### config.mk
export PLATFORM = sky130hd
export DESIGN_NAME = pipeline_hazard_unit
export DESIGN_NICKNAME = d
export VERILOG_FILES = /design/src/rtl/pipeline_ctrl_pkg.sv /design/src/rtl/pipeline_hazard_unit_raw_detect.sv /design/src/rtl/pipeline_hazard_unit.sv
export SDC_FILE = /design/constraint.sdc
export NUM_CORES = 1
export LEC_CHECK = 0
export CORE_UTILIZATION = 41
export CTS_CLUSTER_SIZE = 24
export DETAILED_ROUTE_END_ITERATION = 8
export PLACE_DENSITY = 0.82
export SKIP_CTS_REPAIR_TIMING = 1
export SLEW_MARGIN = 20
export SYNTH_ARGS = -nofsm -noshare
export SYNTH_HDL_FRONTEND = slang
export SYNTH_SLANG_ARGS = --single-unit
### constraint.sdc
create_clock -name clk -period 3.1 [get_ports clk]
set_input_delay 0.465 -clock clk [delete_from_list [all_inputs] [get_ports clk]]
set_output_delay 0.465 -clock clk [all_outputs]
set_load 0.05 [all_outputs]
### src/rtl/pipeline_ctrl_pkg.sv
// Shared codes, state type and sizing helper for the pipeline hazard unit.
// Optional feature macro used by the unit: FORWARDING_EN.
package pipeline_ctrl_pkg;

   localparam logic [3:0] ITYPE_CALL  = 4'h6;
   localparam logic [3:0] ITYPE_RETID = 4'h7;
   localparam logic [3:0] ITYPE_RETIE = 4'h8;
   localparam logic [3:0] ITYPE_RET   = 4'h9;

   typedef enum logic [2:0] {
      S_RUN,
      S_RAW,
      S_FLUSH,
      S_INT,
      S_RESET
   } hazard_state_t;

   function automatic int max_depth(int a, int b, int c, int d);
      int m;
      m = a;
      if (b > m) m = b;
      if (c > m) m = c;
      if (d > m) m = d;
      return m;
   endfunction

endpackage

### src/rtl/pipeline_hazard_unit_raw_detect.sv
// Per-port read-address compare against a single destination register.
// Returns the per-port hit vector and its OR.
module raw_detect #(
   parameter int NUM_RD = 2,
   parameter int REG_AW = 5
) (
   input  logic [NUM_RD*REG_AW-1:0] addr,
   input  logic [NUM_RD-1:0]        en,
   input  logic [REG_AW-1:0]        dst,
   input  logic                     dst_en,
   output logic                     hit,
   output logic [NUM_RD-1:0]        hits
);

   always_comb begin
      hits = '0;
      for (int i = 0; i < NUM_RD; i++) begin
         hits[i] = dst_en && en[i] &&
                   (addr[i*REG_AW +: REG_AW] == dst);
      end
   end

   assign hit = |hits;

endmodule

### src/rtl/pipeline_hazard_unit.sv
// Hazard and flush sequencer between decode and fetch/PC.
// Define FORWARDING_EN to replace WB-hazard stalls with WB->decode forwarding.
module pipeline_hazard_unit
   import pipeline_ctrl_pkg::*;
#(
   parameter int REG_AW     = 5,
   parameter int NUM_RD     = 2,
   parameter int ITYPE_W    = 4,
   parameter int BR_FLUSH   = 2,
   parameter int CALL_FLUSH = 2,
   parameter int INT_FLUSH  = 3,
   parameter int RST_FLUSH  = 2
) (
   input  logic                     clk,
   input  logic                     reset,
   input  logic [NUM_RD*REG_AW-1:0] rd_addr,
   input  logic [NUM_RD-1:0]        rd_en,
   input  logic [REG_AW-1:0]        reg_ex,
   input  logic                     reg_ex_en,
   input  logic [REG_AW-1:0]        reg_wb,
   input  logic                     reg_wb_en,
   input  logic [ITYPE_W-1:0]       instr_type,
   input  logic                     branch_taken,
   input  logic                     interrupt,
   input  logic                     interrupt_flag,
   output logic                     imem_addr_mux,
   output logic                     fetch_latch_stall,
   output logic                     dec_nop,
   output logic                     dec_int,
   output logic                     pc_inc,
   output logic                     pc_load,
   output logic                     pc_reset,
   output logic [NUM_RD-1:0]        fwd_sel
);

   localparam int MAXD  = max_depth(BR_FLUSH, CALL_FLUSH,
                                    INT_FLUSH, RST_FLUSH);
   localparam int CNT_W = $clog2(MAXD) + 1;

   localparam logic [CNT_W-1:0] BR_LD   = CNT_W'(BR_FLUSH - 1);
   localparam logic [CNT_W-1:0] CALL_LD = CNT_W'(CALL_FLUSH - 1);
   localparam logic [CNT_W-1:0] INT_LD  = CNT_W'(INT_FLUSH - 1);
   localparam logic [CNT_W-1:0] RST_LD  = CNT_W'(RST_FLUSH - 1);

   localparam logic [ITYPE_W-1:0] IT_CALL  = ITYPE_W'(ITYPE_CALL);
   localparam logic [ITYPE_W-1:0] IT_RETID = ITYPE_W'(ITYPE_RETID);
   localparam logic [ITYPE_W-1:0] IT_RETIE = ITYPE_W'(ITYPE_RETIE);
   localparam logic [ITYPE_W-1:0] IT_RET   = ITYPE_W'(ITYPE_RET);

   hazard_state_t    state, state_nxt;
   logic [CNT_W-1:0] cnt, cnt_nxt;

   logic              raw_ex, raw_wb, raw_wb_stall;
   logic [NUM_RD-1:0] hit_ex, hit_wb;
   logic              ret_det, call_det, run, int_acc;
   logic              stall_c, stall;

   raw_detect #(.NUM_RD(NUM_RD), .REG_AW(REG_AW)) u_ex (
      .addr   (rd_addr),
      .en     (rd_en),
      .dst    (reg_ex),
      .dst_en (reg_ex_en),
      .hit    (raw_ex),
      .hits   (hit_ex)
   );

   raw_detect #(.NUM_RD(NUM_RD), .REG_AW(REG_AW)) u_wb (
      .addr   (rd_addr),
      .en     (rd_en),
      .dst    (reg_wb),
      .dst_en (reg_wb_en),
      .hit    (raw_wb),
      .hits   (hit_wb)
   );

   assign ret_det  = (instr_type == IT_RETID) ||
                     (instr_type == IT_RETIE) ||
                     (instr_type == IT_RET);
   assign call_det = (instr_type == IT_CALL);
   assign run      = (state == S_RUN);
   assign int_acc  = interrupt && interrupt_flag && run;

`ifdef FORWARDING_EN
   logic unused_wb;
   assign unused_wb    = raw_wb;
   assign raw_wb_stall = 1'b0;
   // EX result is newer than WB, so an EX match suppresses forwarding
   assign fwd_sel = (hit_wb & ~hit_ex) & {NUM_RD{run && !reset}};
`else
   logic unused_hits;
   assign unused_hits  = ^{hit_ex, hit_wb};
   assign raw_wb_stall = raw_wb;
   assign fwd_sel      = '0;
`endif

   always_ff @(posedge clk) begin
      if (reset) begin
         state <= S_RESET;
         cnt   <= RST_LD;
      end else begin
         state <= state_nxt;
         cnt   <= cnt_nxt;
      end
   end

   always_comb begin
      state_nxt = state;
      cnt_nxt   = cnt;
      if (int_acc) begin
         state_nxt = S_INT;
         cnt_nxt   = INT_LD;
      end else begin
         unique case (state)
            S_RUN: begin
               if (raw_ex) begin
                  state_nxt = S_RAW;
               end else if (call_det) begin
                  state_nxt = S_FLUSH;
                  cnt_nxt   = CALL_LD;
               end else if (branch_taken || ret_det) begin
                  state_nxt = S_FLUSH;
                  cnt_nxt   = BR_LD;
               end
            end
            S_RAW: state_nxt = S_RUN;
            default: begin
               if (cnt == '0) state_nxt = S_RUN;
               else           cnt_nxt   = cnt - 1'b1;
            end
         endcase
      end
   end

   assign stall_c = (run && (raw_ex || ret_det || raw_wb_stall)) ||
                    (state == S_RAW);
   assign stall   = stall_c && !reset;

   assign imem_addr_mux     = stall;
   assign fetch_latch_stall = stall;
   assign dec_int           = int_acc && !reset;
   assign pc_reset          = reset;

   // Interrupt vector load happens on the first S_INT cycle only
   assign pc_load = !reset &&
                    ((run && (branch_taken || ret_det)) ||
                     (state == S_INT && cnt == INT_LD));
   assign pc_inc  = !reset && !pc_load && !stall;
   assign dec_nop = reset || !run || stall || call_det ||
                    branch_taken || dec_int;

endmodule

Word-level counts from Yosys, hierarchy flattened --
Index checks and enable logic that the tools add are counted. W data, S select, Z words.
Word-level totals: register bits after elaboration 6, bits of input ports 33, output and inout bits 9, word-level logic and storage cells 79
Cells by class: $add $sub $neg 1, eq/ne operators 19, mux-type cells 12, bitwise logic cells 1, reduce and logical (&&, ||, !) cells 43
Operators by type and width (count):
- $mux W3 | 9
- $eq A5 B5 Y1 | 4
- $logic_and A1 B1 Y1 | 18
- $logic_or A1 B1 Y1 | 12
- $pmux W3 S2 | 2
- $eq A4 B3 Y1 const B | 2
- $eq A4 B4 Y1 const B | 2
- $reduce_and A4 Y1 | 2
- $eq A3 B2 Y1 const B | 2
- $logic_not A3 Y1 | 2
- $ne A2 B2 Y1 const B | 3
- $ne A3 B2 Y1 const B | 2
- $reduce_or A2 Y1 | 3
- $ne A5 B3 Y1 const B | 1
- $logic_not A1 Y1 | 4
- $ne A4 B2 Y1 const B | 1
- $reduce_bool A4 Y1 | 1
- $eq A3 B1 Y1 const B | 1
- $ne A3 B3 Y1 const B | 1
- $sub A3 B1 Y3 const B | 1
- $mux W2 | 1
- $reduce_and A2 Y1 | 1
- $not A1 Y1 | 1

Logic depth before layout (Yosys ltp) --
Gate-level depths: netlist (run 1).
depth after elaboration 12, depth in mapped cells 7, depth with buffers taken out 7

By module --
Synthesis (run 1) repeated with hierarchy kept, for this count alone.
Unflattened totals: cell total of the unflattened synthesis 96, area total of the unflattened synthesis 767.0 um^2
Modules (own cells, without submodules):
- pipeline_hazard_unit | instances 1, cells each 62, area an instance 519.2 um^2, sequential area each 120.1 um^2
- raw_detect | instances 2, cells each 17, area an instance 123.9 um^2, sequential area each 0.0 um^2

Worst setup path after synthesis (run 1) --
OpenSTA, ideal clock, no wires.
path type input to output, start input rd_addr[2], end output pc_inc, data arrival time 2.207 ns, required time 2.635 ns, slack 0.428 ns, stages 5, path buffers 0, cells stage by stage xnor2_1 and3_1 a22oi_2 a41oi_1 nor3_1
On the way: word-level cells in the longest chain between the ends 10, elaborated cells between the ends (all ways) 13, those cells by class eq/ne (2); reduce/logical (11)
RTL lines:
- start: declaration | line pipeline_hazard_unit.sv:16 | input logic [NUM_RD*REG_AW-1:0] rd_addr,
- $eq A5 B5 Y1 | line pipeline_hazard_unit_raw_detect.sv:19 | (addr[i*REG_AW +: REG_AW] == dst);
- $logic_and A1 B1 Y1 | line pipeline_hazard_unit_raw_detect.sv:18 | hits[i] = dst_en && en[i] &&
- $reduce_or A2 Y1 | line pipeline_hazard_unit_raw_detect.sv:23 | assign hit = |hits;
- $logic_or A1 B1 Y1 | line pipeline_hazard_unit.sv:134 | assign stall_c = (run && (raw_ex || ret_det || raw_wb_stall)) ||
- $logic_or A1 B1 Y1 (*) | line pipeline_hazard_unit.sv:134
- $logic_and A1 B1 Y1 (*) | line pipeline_hazard_unit.sv:134
- $logic_or A1 B1 Y1 (*) | line pipeline_hazard_unit.sv:134
- $logic_and A1 B1 Y1 (*) | line pipeline_hazard_unit.sv:136 | assign stall = stall_c && !reset;
- $logic_not A1 Y1 (*) | line pipeline_hazard_unit.sv:147 | assign pc_inc = !reset && !pc_load && !stall;
- $logic_and A1 B1 Y1 (*) | line pipeline_hazard_unit.sv:147
- end: declaration | line pipeline_hazard_unit.sv:30 | output logic pc_inc,
Every way passes the cells marked *; elsewhere a longest branch is shown, timed or not.

Worst setup path after layout (run 1) --
start input rd_addr[4], end output imem_addr_mux
On the way: word-level cells in the longest chain between the ends 8, elaborated cells between the ends (all ways) 11, those cells by class eq/ne (2); reduce/logical (9)
RTL lines:
- $eq A5 B5 Y1 | line pipeline_hazard_unit_raw_detect.sv:19
- $logic_and A1 B1 Y1 | line pipeline_hazard_unit_raw_detect.sv:18
- $reduce_or A2 Y1 | line pipeline_hazard_unit_raw_detect.sv:23
- $logic_or A1 B1 Y1 | line pipeline_hazard_unit.sv:134
- $logic_or A1 B1 Y1 (*) | line pipeline_hazard_unit.sv:134
- $logic_and A1 B1 Y1 (*) | line pipeline_hazard_unit.sv:134
- $logic_or A1 B1 Y1 (*) | line pipeline_hazard_unit.sv:134
- $logic_and A1 B1 Y1 (*) | line pipeline_hazard_unit.sv:136
- end: declaration | line pipeline_hazard_unit.sv:26 | output logic imem_addr_mux,
Marks and branches as above.

==> results.toml, run 1 <==
[run_status]
outcome = "complete, no violations"

[floorplan]
ioPinCount = 42
die-area_um2 = 2000
initial_core_util = 0.433
fp.dieH_um = 44.7
die-width_um = 44.7
core_area_um2 = 1730
rows = 15

[timing]
fin_tns_setup_ns = 0
clock.fmax_mhz = 335
period_share = 0.963
setup_viol = 0
drv_slew = 0
fin_skew_ns = 0.00856
hold_viol_final = 0
rsz0062_at_grt = "false"
final.setup.worst_slack_ns = 0.116
min_period_ns = 2.98
holdWs_ns = 0.530

[placement]
port_buffers = 39
place_area_um2 = 1180
dp_hpwl_mm = 1.77
place_ws_ns = 0.137
gp_congestion = 0.817

[clocking]
clock-root-buffer = "clkbuf_4"
path_clk_slew_ns = 0.04
cts_buffer_depth = 2
cts_tree = "built"
ctsHtreeMaxLevel = 1
cts_made_buffers = 3
insertion_delay_ns = 0.25
cts.sinks = 6

[critical_path]
worstPathRequired_ns = 2.63
worstPathArrival_ns = 2.52
setup.worst_path.class = "in2out"
worstSetupEndpointType = "output port"
cp_max_fo = 3
cp-start-kind = "input pin"

[flow_run]
maxCapViolations = 0

[worst_hold_path]
hold_class = "reg2reg"

[yosys]
synth_top_flop_cell = "dfxtp_1"
yosysUniqueCellTypes = 33
synth_area_um2 = 748
synthTopCellsByArea = "xor2_1, dfxtp_1, ha_1, xnor2_1, buf_4"
synth_warnings = 0
yosysMostFrequentCell = "xor2_1"
synthCells = 96
synth-edff-count = 0
synth.avg_cell_area_um2 = 7.79
synthTopCellsByCount = "xor2_1, dfxtp_1, inv_1"
synth_top_area_cell = "xor2_1"
seq_area_frac_synth = 0.161
ys_ff_latch = 6
async_flop_share = 0
yosys.area.top_type_share = 0.199

[global_routing]
grt_max_degree = 10
grt_pass1_wl_mm = 3.38
antenna_found_initial = 0
overflow = 0
track_usage = 0.224
grt_pass1_vias = 851

[finish]
ff_latch_area_um2 = 120
fillers = 131
multiInputGateArea_um2 = 579
synthToLayoutAreaGrowth_pct = 60.9
fin_area_um2 = 1200
drive_gt1_frac = 0.104
final_nets = 173
diodes = 0

[drt]
dr.first_iter.drc_count = 27
vias_per_cell = 5.41
routed_wl_mm = 2.08
wl_per_cell_um = 13.0
drc = 0
num_vias = 865
ant_nets = 0
firstDrtPassIters = 5

[power]
power_per_cell_area_nw_per_um2 = 503
ir_drop_mv = 0.364
p_leak_nw = 0.457
[flip-flops by register name, indices dropped and copies added (netlist names)]
register and flops:
cnt 3, state 3
[through the flow]
stage	util	std cells	power (mW)
4_1_cts	0.697	160	0.602
2_1_floorplan	-	97	0.382
6_report	0.697	160	0.606
3_3_place_gp	0.684	157	0.503
5_1_grt	0.697	160	0.646
3_5_place_dp	0.684	157	0.520
[metal layers]
metal	wire length (um)	up-vias	GRT usage
met3	134	5	0.0160
li1	-	421	-
met2	1130	46	0.456
met4	25	0	0.0545
met5	0	-	0
met1	796	393	0.244
[cells by family after synthesis]
| family | Yosys count | share of synthesized area |
|---|---|---|
| flops | 6 | 0.161 |
| buf+inv | 10 | 0.0702 |
| fa+ha+maj | 3 | 0.0502 |
| xor+xnor | 21 | 0.246 |
| other cells | 1 | 0.00501 |
| simple gates | 36 | 0.284 |
| compound gates | 19 | 0.184 |
[worst paths after layout]
kind                   start             to  slack (ns)  cells past startpoint
setup / recovery  rd_addr[4]  imem_addr_mux        0.12                      7
hold / removal      state[1]       state[1]        0.53                      2
setup reg to reg      cnt[0]         cnt[2]        1.20                      7
hold reg to reg     state[1]       state[1]        0.53                      2
[worst max-delay path, stage by stage]
cell and delay (ns):
clkdlybuf4s50_1 0.47, xor2_1 0.17, nor4_2 0.49, a22oi_2 0.16, a41oi_1 0.30, and2_1 0.28, buf_12 0.17
[final cells by class]
class                      count  area share
clock buffer                   3      0.0187
inverter                       6      0.0187
multi-input combinational     81       0.481
sequential                     6      0.0998
tap                           25      0.0260
timing repair buffer          39       0.356
[report_power, final]
group / internal, mW / switching (mW) / total, mW / leakage, nW
combinational: 0.175 / 0.221 / 0.396 / 0.393
sequential: 0.106 / 0.0287 / 0.135 / 0.0495
clock: 0.0440 / 0.0312 / 0.0752 / 0.0138
total: 0.325 / 0.281 / 0.606 / 0.457
[cell usage in the layout (no fill, tap or decap)]
cell	netlist	layout
nor4_1	3	3
nand2_1	4	4
and2_1	4	4
nand4_1	4	4
nand3b_1	1	1
nor4_2	2	2
clkbuf_4	0	3
a41oi_1	1	1
buf_12	0	4
xnor2_1	4	4
a2111oi_0	1	1
dfxtp_1	6	6
nand3_1	3	3
and3_1	1	1
clkdlybuf4s50_1	0	34
a221oi_2	1	1
or2_2	1	1
a21o_1	2	2
or3b_2	1	1
a22oi_1	1	1
xor2_1	17	17
ha_1	3	3
buf_4	4	1
nor3_1	5	5
nor2_1	4	4
or3_1	1	1
inv_1	6	6
o21ai_0	5	5
o22ai_1	1	1
conb_1	1	2
nand2b_1	1	1
a22oi_2	1	1
a211oi_1	2	2
or4_1	1	1
a21oi_1	3	3
o31a_1	1	1
Note: power is estimated with default switching activity, not from simulation.
==> run 2, diff against run 1 <==
--- a/config.mk
+++ b/config.mk
@@ -5,6 +5,7 @@
 export SDC_FILE = /design/constraint.sdc
 export NUM_CORES = 1
 export LEC_CHECK = 0
+export CAP_MARGIN = 0
 export CORE_UTILIZATION = 41
 export CTS_CLUSTER_SIZE = 24
 export DETAILED_ROUTE_END_ITERATION = 8
==> results of run 2 <==
Final layout, timing and power as in run 1 (identical DEF).
==> run 3, diff against run 2 <==
--- a/config.mk
+++ b/config.mk
@@ -6,6 +6,7 @@
 export NUM_CORES = 1
 export LEC_CHECK = 0
 export CAP_MARGIN = 0
+export CORE_MARGIN = 2
 export CORE_UTILIZATION = 41
 export CTS_CLUSTER_SIZE = 24
 export DETAILED_ROUTE_END_ITERATION = 8
==> results.toml, run 3 (synthesis gave the netlist of run 1 again) <==
[clocking]
clock-root-buffer = "clkbuf_4"
path_clk_slew_ns = 0.04
ctsHtreeMaxLevel = 1
cts.sinks = 6
cts_tree = "built"
cts_buffer_depth = 2
insertion_delay_ns = 0.26
cts_made_buffers = 3

[global_routing]
grt_pass1_wl_mm = 2.97
grt_pass1_vias = 778
grt_max_degree = 10
overflow = 0
track_usage = 0.190
antenna_found_initial = 0

[finish]
diodes = 0
multiInputGateArea_um2 = 579
drive_gt1_frac = 0.104
synthToLayoutAreaGrowth_pct = 60.9
largestRegisters = "cnt x3, state x3"
ff_latch_area_um2 = 120
final_nets = 173
final_common_cell = "clkdlybuf4s50_1"
fillers = 144
final_cell_mix = "clkdlybuf4s50_1, xor2_1, inv_1, dfxtp_1"

[placement]
dp_hpwl_mm = 1.69
gp_congestion = 0.859
port_buffers = 39

[critical_path]
worstPathRequired_ns = 2.63
setup.worst_path.class = "in2out"
rrSetupSlack_ns = 1.30
cp_max_fo = 3
worstPathArrival_ns = 2.45
worstSetupEndpointType = "output port"
cp-start-kind = "input pin"

[flow_run]
maxCapViolations = 0

[timing]
period_share = 0.941
min_period_ns = 2.92
holdWs_ns = 0.532
fin_skew_ns = 0.0174
hold_viol_final = 0
fin_tns_setup_ns = 0
clock.fmax_mhz = 343
setup_viol = 0
drv_slew = 0
rsz0062_at_grt = "false"

[drt]
routed_wl_mm = 1.95
firstDrtPassIters = 4
wl_per_cell_um = 12.2
ant_nets = 0
drc = 0
num_vias = 853
vias_per_cell = 5.33
dr.first_iter.drc_count = 4

[floorplan]
core_area_um2 = 1730
ioPinCount = 42
die-width_um = 46.7
die-area_um2 = 2180
initial_core_util = 0.433
rows = 15
fp.dieH_um = 46.7

[run_status]
outcome = "complete, no violations"

[worst_hold_path]
hold_class = "reg2reg"

[power]
p_leak_nw = 0.457
power_per_cell_area_nw_per_um2 = 495
ir_drop_mv = 0.355
[run 3: power breakdown]
group / switching, mW / leakage (nW) / internal [mW] / total (mW)
clock: 0.0341 / 0.0138 / 0.0442 / 0.0782
sequential: 0.0290 / 0.0495 / 0.106 / 0.135
combinational: 0.208 / 0.393 / 0.175 / 0.383
total: 0.271 / 0.457 / 0.325 / 0.596
[run 3: final cells by class]
cell class	instances	share of cell area
Multi-Input combinational cell	81	0.481
Clock buffer	3	0.0187
Tap cell	25	0.0260
Sequential cell	6	0.0998
Inverter	6	0.0187
Timing Repair Buffer	39	0.356
[run 3: per-layer routing]
metal	up-vias	routed length, um	GRT usage
li1	426	-	-
met1	377	773	0.191
met2	46	960	0.381
met3	4	178	0.0353
met4	0	37	0.0667
met5	-	0	0
[run 3: final timing paths]
path,start,endpoint,cells after the start
worst min register to register,state[1],state[1],2
worst max-delay path,reg_ex[4],imem_addr_mux,7
worst max register to register,cnt[0],cnt[2],7
worst min-delay path,state[1],state[1],2
[run 3: stage by stage]
step / instances / area [um^2] / power [mW] / util / worst slack [ns]
4_1_cts: 160 / 1200 / 0.596 / 0.697 / 0.185
5_1_grt: 160 / 1200 / 0.637 / 0.697 / 0.0796
2_1_floorplan: 97 / 752 / 0.382 / - / 0.428
6_report: 160 / 1200 / 0.596 / 0.697 / 0.183
3_5_place_dp: 157 / 1180 / 0.515 / 0.684 / 0.186
3_3_place_gp: 157 / 1180 / 0.501 / 0.684 / 0.242
[run 3: worst max-delay path, cell delays in order]
cell	delay, ns
clkdlybuf4s50_1	0.45
xor2_1	0.18
nor4_2	0.47
a22oi_2	0.16
a41oi_1	0.28
and2_1	0.28
buf_12	0.17
